<file path="config.mk">
export PLATFORM = sky130hd
export DESIGN_NAME = seq_add_unit
export DESIGN_NICKNAME = d
export VERILOG_FILES = /design/src/rtl/seq_add_unit_pkg.sv /design/src/rtl/add_slice.sv /design/src/rtl/seq_add_unit.sv
export SDC_FILE = /design/constraint.sdc
export NUM_CORES = 1
export LEC_CHECK = 0
export BUFFER_PORTS_ARGS = -buffer_cell sky130_fd_sc_hd__buf_2
export CAP_MARGIN = 20
export CORE_AREA = 4 4 83 85
export DETAILED_ROUTE_END_ITERATION = 16
export DIE_AREA = 0 0 87 89
export GPL_TIMING_DRIVEN = 0
export PLACE_DENSITY = 0.74
export SLEW_MARGIN = 20
export SYNTH_ARGS = -nofsm -noshare
export SYNTH_HDL_FRONTEND = slang
export SYNTH_HIERARCHICAL = 1
export SYNTH_SLANG_ARGS = --single-unit
</file>
<file path="constraint.sdc">
create_clock -name clk -period 2.7 [get_ports clk]
set_input_delay 0.135 -clock clk [delete_from_list [all_inputs] [get_ports clk]]
set_output_delay 0.135 -clock clk [all_outputs]
set_load 0.01 [all_outputs]
</file>
<file path="src/rtl/seq_add_unit_pkg.sv">
// rtl/seq_add_unit_pkg.sv - op and FSM state encodings shared by the sequential adder
package seq_add_unit_pkg;

    localparam logic [1:0] OP_ADD = 2'b00;
    localparam logic [1:0] OP_SUB = 2'b01;
    localparam logic [1:0] OP_ADC = 2'b10;
    localparam logic [1:0] OP_SBC = 2'b11;

    typedef enum logic [1:0] {
        S_IDLE = 2'b00,
        S_RUN  = 2'b01,
        S_DONE = 2'b10
    } state_t;

endpackage

</file>
<file path="src/rtl/add_slice.sv">
// rtl/add_slice.sv - combinational W-bit adder slice with carry in/out
module add_slice #(
    parameter int W = 4
) (
    input  logic [W-1:0] a,
    input  logic [W-1:0] b,
    input  logic         ci,
    output logic [W-1:0] s,
    output logic         co
);

    assign {co, s} = {1'b0, a} + {1'b0, b} + {{W{1'b0}}, ci};

endmodule

</file>
<file path="src/rtl/seq_add_unit.sv">
// rtl/seq_add_unit.sv - multi-cycle slice-serial add/sub unit with N/Z/C/V flags
module seq_add_unit
    import seq_add_unit_pkg::*;
#(
    parameter int WIDTH = 16,
    parameter int SLICE = 4
) (
    input  logic             clk,
    input  logic             rst,
    input  logic             start,
    input  logic [1:0]       op,
    input  logic [WIDTH-1:0] a,
    input  logic [WIDTH-1:0] b,
    input  logic             cin,
    output logic             busy,
    output logic             done,
    output logic [WIDTH-1:0] sum,
    output logic             carry,
    output logic             overflow,
    output logic             zero,
    output logic             negative
);

    localparam int NSLICE = WIDTH / SLICE;
    localparam int CW     = (NSLICE > 1) ? $clog2(NSLICE) : 1;
    localparam logic [CW-1:0] LAST = CW'(NSLICE - 1);

    state_t           state, state_next;
    logic [CW-1:0]    cnt;
    logic [WIDTH-1:0] a_q, b_q;
    logic             run_c;

    logic [WIDTH-1:0] b_eff;
    logic             c0;
    logic [SLICE-1:0] a_sl, b_sl, s_sl;
    logic             c_out;
    logic [WIDTH-1:0] sum_next;
    logic             accept;

    always_comb begin
        b_eff = op[0] ? ~b : b;
        case (op)
            OP_ADD:  c0 = 1'b0;
            OP_SUB:  c0 = 1'b1;
            OP_ADC:  c0 = cin;
            default: c0 = cin;
        endcase
    end

    assign accept = start && (state == S_IDLE || state == S_DONE);

    assign a_sl = a_q[cnt*SLICE +: SLICE];
    assign b_sl = b_q[cnt*SLICE +: SLICE];

    add_slice #(.W(SLICE)) u_slice (
        .a  (a_sl),
        .b  (b_sl),
        .ci (run_c),
        .s  (s_sl),
        .co (c_out)
    );

    // Full result as it will look after this edge, so completion flags see the last slice.
    always_comb begin
        sum_next = sum;
        sum_next[cnt*SLICE +: SLICE] = s_sl;
    end

    always_ff @(posedge clk or posedge rst) begin
        if (rst) state <= S_IDLE;
        else     state <= state_next;
    end

    always_comb begin
        state_next = state;
        case (state)
            S_IDLE:  if (start) state_next = S_RUN;
            S_RUN:   if (cnt == LAST) state_next = S_DONE;
            S_DONE:  state_next = start ? S_RUN : S_IDLE;
            default: state_next = S_IDLE;
        endcase
    end

    always_ff @(posedge clk or posedge rst) begin
        if (rst) begin
            cnt      <= '0;
            a_q      <= '0;
            b_q      <= '0;
            run_c    <= 1'b0;
            sum      <= '0;
            carry    <= 1'b0;
            overflow <= 1'b0;
            zero     <= 1'b0;
            negative <= 1'b0;
        end else if (accept) begin
            cnt   <= '0;
            a_q   <= a;
            b_q   <= b_eff;
            run_c <= c0;
            sum   <= '0;
        end else if (state == S_RUN) begin
            sum   <= sum_next;
            run_c <= c_out;
            if (cnt == LAST) begin
                carry    <= c_out;
                overflow <= (a_q[WIDTH-1] == b_q[WIDTH-1]) && (sum_next[WIDTH-1] != a_q[WIDTH-1]);
                zero     <= (sum_next == '0);
                negative <= sum_next[WIDTH-1];
            end else begin
                cnt <= cnt + 1'b1;
            end
        end
    end

    assign busy = (state == S_RUN);
    assign done = (state == S_DONE);

endmodule

</file>
---- Yosys cells after proc, flatten, opt, wreduce, memory -nomap -nowiden ----
Index checks and enable logic that the tools add are counted.
W data, S select, Z words.
storage, ports and cells
  input bits .............................. 38
  output and inout bits ................... 22
  register bits ........................... 57
operators by class
  add/subtract/negate cells ............... 4
  shift operators ......................... 4
  mux-type cells .......................... 14
  bitwise logic cells ..................... 2
  reductions and logical operators ........ 10
  equal/unequal tests ..................... 9
operators with widths
  operator                   count
  $mux W16                   3
  $neg A4 Y34                1
  $shift A4 B34 Y16 const A  1
  $shiftx A4 B34 Y16         1
  $shiftx A16 B5 Y4          2
  $bwmux W16                 1
  $logic_not A16 Y1          1
  $not A16 Y16               1
  $mux W2                    5
  $pmux W2 S3                1
  $add A4 B4 Y5              1
  $add A5 B1 Y5              1
  $eq A2 B1 Y1 const B       2
  $eq A2 B2 Y1 const B       2
  $logic_not A2 Y1           2
  $ne A2 B2 Y1 const B       2
  $reduce_and A2 Y1          2
  $mux W1                    3
  $reduce_and A3 Y1          1
  $add A2 B1 Y2 const B      1
  $logic_and A1 B1 Y1        2
  $ne A2 B1 Y1 const B       1
  $pmux W1 S2                1
  $reduce_bool A2 Y1         1
  other kinds (4)            4

---- Longest topological paths before layout ----
Gate-level depths: netlist (run 1).
  depth after elaboration ................. 7
  mapped depth ............................ 10

---- Cells and area by module ----
Netlist (run 1), hierarchy kept.
modules (own cells, without submodules)
  module        times used  cells an instance  sequential area each (um^2)  area an instance (um^2)
  seq_add_unit  1           282                1,426.4                      2,830.2
  add_slice     1           16                 0.0                          143.9

---- Least setup slack after synthesis (run 1) ----
No wires, ideal clock.
  kind .................................... register to register
  from .................................... register cnt[0]
  to ...................................... register overflow
  arrival time ............................ 2.856 ns
  library setup time ...................... 0.082 ns
  period minus slack after synthesis ...... 2.938 ns
  slack ................................... -0.238 ns
  stages on the path, launching flop included .. 10
  cells stage by stage .................... dfrtp_1 > buf_4 > mux4_2 > fa_1 > a21o_1 > a21oi_2 > xnor2_1 > a31oi_1 > or3_1 > a31oi_1
on the way
  cells in the longest elaborated chain, start to end .. 7
ends and longest elaborated chain
  item                    line                 source
  start, declared         seq_add_unit.sv:29   logic [CW-1:0] cnt;
  start signal, assigned  seq_add_unit.sv:110  cnt <= cnt + 1'b1;
  $shiftx A16 B5 Y4       seq_add_unit.sv:52   assign a_sl = a_q[cnt*SLICE +: SLICE];
  via a_sl[0]             seq_add_unit.sv:35   logic [SLICE-1:0] a_sl, b_sl, s_sl;
  $add A4 B4 Y5           add_slice.sv:12      assign {co, s} = {1'b0, a} + {1'b0, b} + {{W{1'b0}}, ci};
  $add A5 B1 Y5           add_slice.sv:12
  via s_sl[3]             seq_add_unit.sv:35
  $shiftx A4 B34 Y16      seq_add_unit.sv:66   sum_next[cnt*SLICE +: SLICE] = s_sl;
  $bwmux W16              seq_add_unit.sv:66
  $ne A1 B1 Y1            seq_add_unit.sv:106  overflow <= (a_q[WIDTH-1] == b_q[WIDTH-1]) && (sum_next[WIDTH-1] != a_q[WIDTH-1]);
  $logic_and A1 B1 Y1     seq_add_unit.sv:106
  end signal, assigned    seq_add_unit.sv:106
  end, declared           seq_add_unit.sv:19   output logic overflow,
The timed path passes the listed nets, and every way through them passes these cells.
A chain may end at the register's enable or synchronous reset.

---- Worst setup path after layout (run 1) ----
  from .................................... register cnt[0]
  to ...................................... register zero
on the way
  cells in the longest elaborated chain, start to end .. 6
ends and longest elaborated chain
  item                  line                 source
  $shiftx A16 B5 Y4     seq_add_unit.sv:53   assign b_sl = b_q[cnt*SLICE +: SLICE];
  via b_sl[0]           seq_add_unit.sv:35
  $add A4 B4 Y5         add_slice.sv:12
  $add A5 B1 Y5         add_slice.sv:12
  via s_sl[3]           seq_add_unit.sv:35
  $shiftx A4 B34 Y16    seq_add_unit.sv:66
  $bwmux W16            seq_add_unit.sv:66
  $logic_not A16 Y1     seq_add_unit.sv:107  zero <= (sum_next == '0);
  end signal, assigned  seq_add_unit.sv:107
  end, declared         seq_add_unit.sv:20   output logic zero,
The timed path passes the listed nets, and every way through them passes these cells.

==> results of run 1 <==
==> routing by layer <==
layer	GRT usage [%]	part of all wire, %	wire, um
met5	0	0	0
met4	7.79	2.1	151
met3	4.06	7.0	508
met2	35.4	50	3620
met1	25.7	41	3020
==> final cells by class <==
| cell class | instances | share of cell area (%) |
|---|---|---|
| multi-input cells | 215 | 38.4 |
| flip-flops and latches | 57 | 36.0 |
| repair buffers | 84 | 13.5 |
| clock buffers | 11 | 3.57 |
| clock inverters | 5 | 2.59 |
| plain buffers | 17 | 2.49 |
| well taps | 77 | 2.43 |
| inverters | 9 | 0.979 |
==> logic make-up (layout without fill, tap and decap cells) <==
kind of cell	count (synthesis)	in the layout	synth area share, %
AOI/OAI and AO/OA	53	53	11.6
xor gates and xnor gates	18	18	5.30
adders and majority gates	11	11	5.13
buffers and inverters	26	126	4.00
DFF	57	57	48.0
muxes	12	12	7.45
and+or+nand+nor	121	121	18.6
==> power by group <==
group / internal, mW / switching (mW)
Combinational: 1.85 / 1.97
Sequential: 1.23 / 0.238
Clock: 0.637 / 0.353
==> metrics by stage <==
| step | instances | power (mW) |
|---|---|---|
| 4_1_cts | 472 | 5.80 |
| 3_5_place_dp | 433 | 4.19 |
| 2_1_floorplan | 298 | 3.43 |
| 5_1_grt | 475 | 6.70 |
| 6_report | 475 | 6.27 |
| 3_3_place_gp | 433 | 4.11 |
==> sequential cells by signal (all words and copies together) (netlist names) <==
register	count
negative	1
zero	1
overflow	1
carry	1
a_q	16
run_c	1
state	2
cnt	2
sum	16
b_q	16
==> layout by cell type, fill, tap and decap left out, types with 5 or more instances in the layout <==
cell	Yosys	routed
a22o_1	9	9
a31oi_1	6	5
buf_2	6	64
buf_4	1	10
clkbuf_1	8	8
clkbuf_8	0	10
dfrtp_1	57	56
dlygate4sd3_1	0	14
ha_1	9	7
inv_1	7	5
mux4_2	8	8
nand2_1	78	78
nand2b_1	6	6
nor2_1	12	11
nor2b_1	8	8
o21ai_0	23	23
xnor2_1	18	16
==> tightest hold or removal path: stages <==
cell     delay [ps]
buf_2            80
nand2_1          50
nand2_1          60
==> final timing paths <==
check / from / endpoint / depth (start not counted)
min in group asynchronous: rst / sum[6] / 3
max in group asynchronous: rst / cnt[0] / 3
hold / removal: a[0] / a_q[0] / 3
setup / recovery: cnt[0] / zero / 11
hold reg to reg: a_q[13] / a_q[13] / 2
setup reg to reg: cnt[0] / zero / 11
==> timing repair <==
| action | 4_1_cts | 5_1_grt |
|---|---|---|
| hold buffers | 14 | 0 |
| pin swaps | 10 | 8 |
| hold endpoints to repair | 70 | 0 |
| gates resized for setup | 11 | 5 |
| buffers inserted | 9 | 3 |
| endpoints found under the setup margin | 11 | 4 |
==> impl_metrics.env, run 1 <==
export IMPL_status="finished, violations left"
export IMPL_violations="setup timing"
export IMPL_cap_violations=0
export IMPL_cts_buffer_depth=2
export IMPL_placed_cell_area_sq_mm=0.00338
export IMPL_regArea_sq_mm=0.00143
export IMPL_grt_pass1_wl_um=12100
export IMPL_cts_sink_count=57
export IMPL_cp_required_ps=2970
export IMPL_synth_most_common_cell="nand2_1"
export IMPL_die_x_um=87
export IMPL_synth_top_cell_area_share_pct=48.0
export IMPL_drc=0
export IMPL_globalplace_congestion=0.942
export IMPL_wire_per_inst_um=15.3
export IMPL_clk_pin_slew_ps=70
export IMPL_drive_gt1_share_pct=30.4
export IMPL_numCtsBuffers=9
export IMPL_htree_levels=3
export IMPL_netlist_instances=298
export IMPL_port_buffers=58
export IMPL_dr_first_iter_drc_count=155
export IMPL_dp_hpwl_um=4920
export IMPL_start_kind="flop"
export IMPL_avgSynthCellArea_sq_um=9.98
export IMPL_leakagePower_nw=1.93
export IMPL_maxSlewHeadroom_pct=53.1
export IMPL_yosys_most_used_dff="dfrtp_1"
export IMPL_setup_tns_ps=-240
export IMPL_yosys_area_top_type="dfrtp_1"
export IMPL_synth_cell_types=45
export IMPL_power_density_mw_per_mm2=1580
export IMPL_core_area_sq_mm=0.00620
export IMPL_fin_hold_ws_ps=25.1
export IMPL_reg2reg_slack_ps=-170
export IMPL_ys_seq_area_share_pct=48.0
export IMPL_first_pass_iters=5
export IMPL_cts_tree="built"
export IMPL_row_count=29
export IMPL_die_area_sq_mm=0.00774
export IMPL_setup_viol=2
export IMPL_cts_root_buffer="clkbuf_8"
export IMPL_post_route_cell_area_sq_mm=0.00396
export IMPL_rsz0062_at_grt="yes"
export IMPL_synthesis_nets=347
export IMPL_ys_seq_elements=57
export IMPL_pre_cts_ws_ps=-484
export IMPL_viasPerCell=5.35
export IMPL_ys_warn_count=6
export IMPL_ir_drop_uv=913
export IMPL_worstSkewPairLatency_ps=340
export IMPL_crit_path_cell_trace="buf_12, mux4_2, fa_2, a21o_1, a21oi_4, xnor2_4, buf_4, nor2_2, o221ai_1, nor4_1, a32o_1"
export IMPL_critPathMaxFanout=7
export IMPL_min_period_over_period_pct=106
export IMPL_areaGrowthSynthToFinish_pct=33.2
export IMPL_syn_area_sq_mm=0.00297
export IMPL_grt_max_degree=58
export IMPL_wl_um=7290
export IMPL_cpMaxStageDelayCell="mux4_2"
export IMPL_synth_async_sr_flop_share_pct=100
export IMPL_n_fill_cell=521
export IMPL_initial_core_util_pct=47.9
export IMPL_via_count=2542
export IMPL_critPathKind="reg -> reg"
export IMPL_diodes=0
export IMPL_drv_slew=0
export IMPL_nets=442
export IMPL_ys_top_cells_by_area="dfrtp_1 (48%), nand2_1 (9.8%), mux4_2 (6.1%)"
export IMPL_grt_pass1_vias=2573
export IMPL_hp_class="in -> reg"
export IMPL_clock_skew_ps=5.14
export IMPL_grt_ovfl_total=0
export IMPL_max_slew_worst_pin_slew_ps=704
export IMPL_synth_common_cells="nand2_1 (78), dfrtp_1 (57), o21ai_0 (23)"
export IMPL_synth_enable_flop_cells=0
export IMPL_multi_input_area_sq_mm=0.00152
export IMPL_utilization_pct=63.9
export IMPL_critPathMaxStageDelay_ps=540
export IMPL_min_period_ps=2870
export IMPL_grt_antenna_before_repair=0
export IMPL_grtUsageTotal_pct=20.6
export IMPL_critical_path_top_delay_family="compound AO/OA/AOI/OAI gates"
export IMPL_fmax_mhz=349
export IMPL_drtAntennaViolNets=0
export IMPL_crit_arrival_ps=3140
export IMPL_pin_count=60
export IMPL_hold_violations=0
export IMPL_die_y_um=89
export IMPL_path_buf_inv=2
export IMPL_fin_ws_ps=-166
export IMPL_end_kind="flop"
No activity file was read; power rests on OpenSTA's default activity.
==> run 2, diff against run 1 <==
--- a/config.mk
+++ b/config.mk
@@ -11,6 +11,7 @@
 export DETAILED_ROUTE_END_ITERATION = 16
 export DIE_AREA = 0 0 87 89
 export GPL_TIMING_DRIVEN = 0
+export HOLD_SLACK_MARGIN = 0.06
 export PLACE_DENSITY = 0.74
 export SLEW_MARGIN = 20
 export SYNTH_ARGS = -nofsm -noshare
==> impl_metrics.env, run 2 (synthesis results as in run 1) <==
export IMPL_status="finished, violations left"
export IMPL_violations="setup timing"
export IMPL_utilization_pct=64.3
export IMPL_startpoint="cnt[0]"
export IMPL_setup_viol=2
export IMPL_fin_ws_ps=-107
export IMPL_core_area_sq_mm=0.00620
export IMPL_cp_required_ps=2970
export IMPL_grt_antenna_before_repair=0
export IMPL_wire_per_inst_um=15.2
export IMPL_cts_tree="built"
export IMPL_grt_pass1_wl_um=12300
export IMPL_cts_buffer_depth=2
export IMPL_post_route_cell_area_sq_mm=0.00399
export IMPL_dp_hpwl_um=4920
export IMPL_min_period_over_period_pct=104
export IMPL_die_x_um=87
export IMPL_grtUsageTotal_pct=20.7
export IMPL_clock_skew_ps=6.18
export IMPL_crit_arrival_ps=3080
export IMPL_n_fill_cell=519
export IMPL_diodes=0
export IMPL_critPathMaxFanout=7
export IMPL_fin_hold_ws_ps=86.1
export IMPL_via_count=2535
export IMPL_grt_ovfl_total=0
export IMPL_reg_top3="a_q: 16 flops, b_q: 16 flops, sum: 16 flops"
export IMPL_fmax_mhz=356
export IMPL_grt_pass1_vias=2607
export IMPL_min_period_ps=2810
export IMPL_leakagePower_nw=1.94
export IMPL_initial_core_util_pct=47.9
export IMPL_drtAntennaViolNets=0
export IMPL_final_cell_mix="nand2_1 (78), buf_2 (64), dfrtp_1 (56)"
export IMPL_placed_cell_area_sq_mm=0.00338
export IMPL_multi_input_area_sq_mm=0.00152
export IMPL_reg2reg_slack_ps=-110
export IMPL_regArea_sq_mm=0.00143
export IMPL_power_density_mw_per_mm2=1570
export IMPL_rsz0062_at_grt="yes"
export IMPL_viasPerCell=5.30
export IMPL_start_kind="flop"
export IMPL_areaGrowthSynthToFinish_pct=34.2
export IMPL_r2r_end="zero"
export IMPL_endpoint="zero"
export IMPL_ir_drop_uv=919
export IMPL_pre_cts_ws_ps=-484
export IMPL_dr_first_iter_drc_count=144
export IMPL_hp_class="in -> reg"
export IMPL_cts_sink_count=57
export IMPL_numCtsBuffers=9
export IMPL_drive_gt1_share_pct=30.2
export IMPL_drv_slew=0
export IMPL_wl_um=7280
export IMPL_first_pass_iters=7
export IMPL_hold_violations=0
export IMPL_r2r_start="cnt[0]"
export IMPL_drc=0
export IMPL_clk_pin_slew_ps=70
export IMPL_worstSkewPairLatency_ps=330
export IMPL_setup_tns_ps=-183
export IMPL_htree_levels=3
export IMPL_nets=445
export IMPL_port_buffers=58
export IMPL_row_count=29
export IMPL_r2r_cells=11
export IMPL_grt_max_degree=58
export IMPL_die_y_um=89
export IMPL_max_slew_worst_pin_slew_ps=705
export IMPL_cts_root_buffer="clkbuf_8"
export IMPL_maxSlewHeadroom_pct=53.0
export IMPL_end_kind="flop"
export IMPL_critPathKind="reg -> reg"
export IMPL_globalplace_congestion=0.942
export IMPL_final_common_cell="nand2_1"
export IMPL_pin_count=60
export IMPL_cap_violations=0
export IMPL_die_area_sq_mm=0.00774
run 2: per-layer routing:
metal | global-route usage (%) | vias to the layer above | part of all wire [%]
met5 | 0 | - | 0
met3 | 4.06 | 22 | 5.6
met2 | 35.7 | 83 | 50
met4 | 7.79 | 0 | 2.2
met1 | 25.9 | 1217 | 43
li1 | - | 1213 | -
run 2: what timing repair did:
item | CTS | global route
pin swaps | 10 | 8
hold endpoints to repair | 73 | 0
gates resized for setup | 11 | 5
hold buffers | 17 | 0
endpoints found under the setup margin | 11 | 4
setup buffers | 9 | 3
run 2: cell type report:
cell class / instances / share of cell area (%)
Clock buffer: 11 / 3.54
Clock inverter: 5 / 2.57
Inverter: 9 / 0.971
Tap cell: 77 / 2.41
Buffer: 17 / 2.48
Multi-Input combinational cell: 215 / 38.1
Sequential cell: 57 / 35.8
Timing Repair Buffer: 87 / 14.2
run 2: power breakdown:
group          total, mW  internal, mW  switching (mW)
combinational       3.82          1.85            1.97
sequential          1.47          1.23           0.239
clock              0.988         0.637           0.351
total               6.28          3.72            2.56
run 2: stage by stage:
step	power, mW	std cells
floorplan	3.43	298
global placement	4.11	433
detailed placement	4.19	433
CTS	5.80	475
global route	6.71	478
finish	6.28	478
run 2: worst min path at each step:
stage | from | endpoint | slack (ps) | cells after the start
2_1_floorplan | a[0] | a_q[0] | 240 | 2
3_3_place_gp | a[10] | a_q[10] | 330 | 3
3_5_place_dp | rst | sum[6] | 300 | 2
4_1_cts | b[8] | b_q[8] | 70 | 3
5_1_grt | b[0] | b_q[0] | 80 | 3
6_report | b[15] | b_q[15] | 90 | 3
run 2: critical path: stages (launching register included):
cell and delay, ps:
dfrtp_2 380, buf_12 130, mux4_2 540, fa_2 360
a21o_1 190, a21oi_4 190, xnor2_4 130, buf_4 170
nor2_2 100, o221ai_1 130, nor4_1 220, a32o_1 210
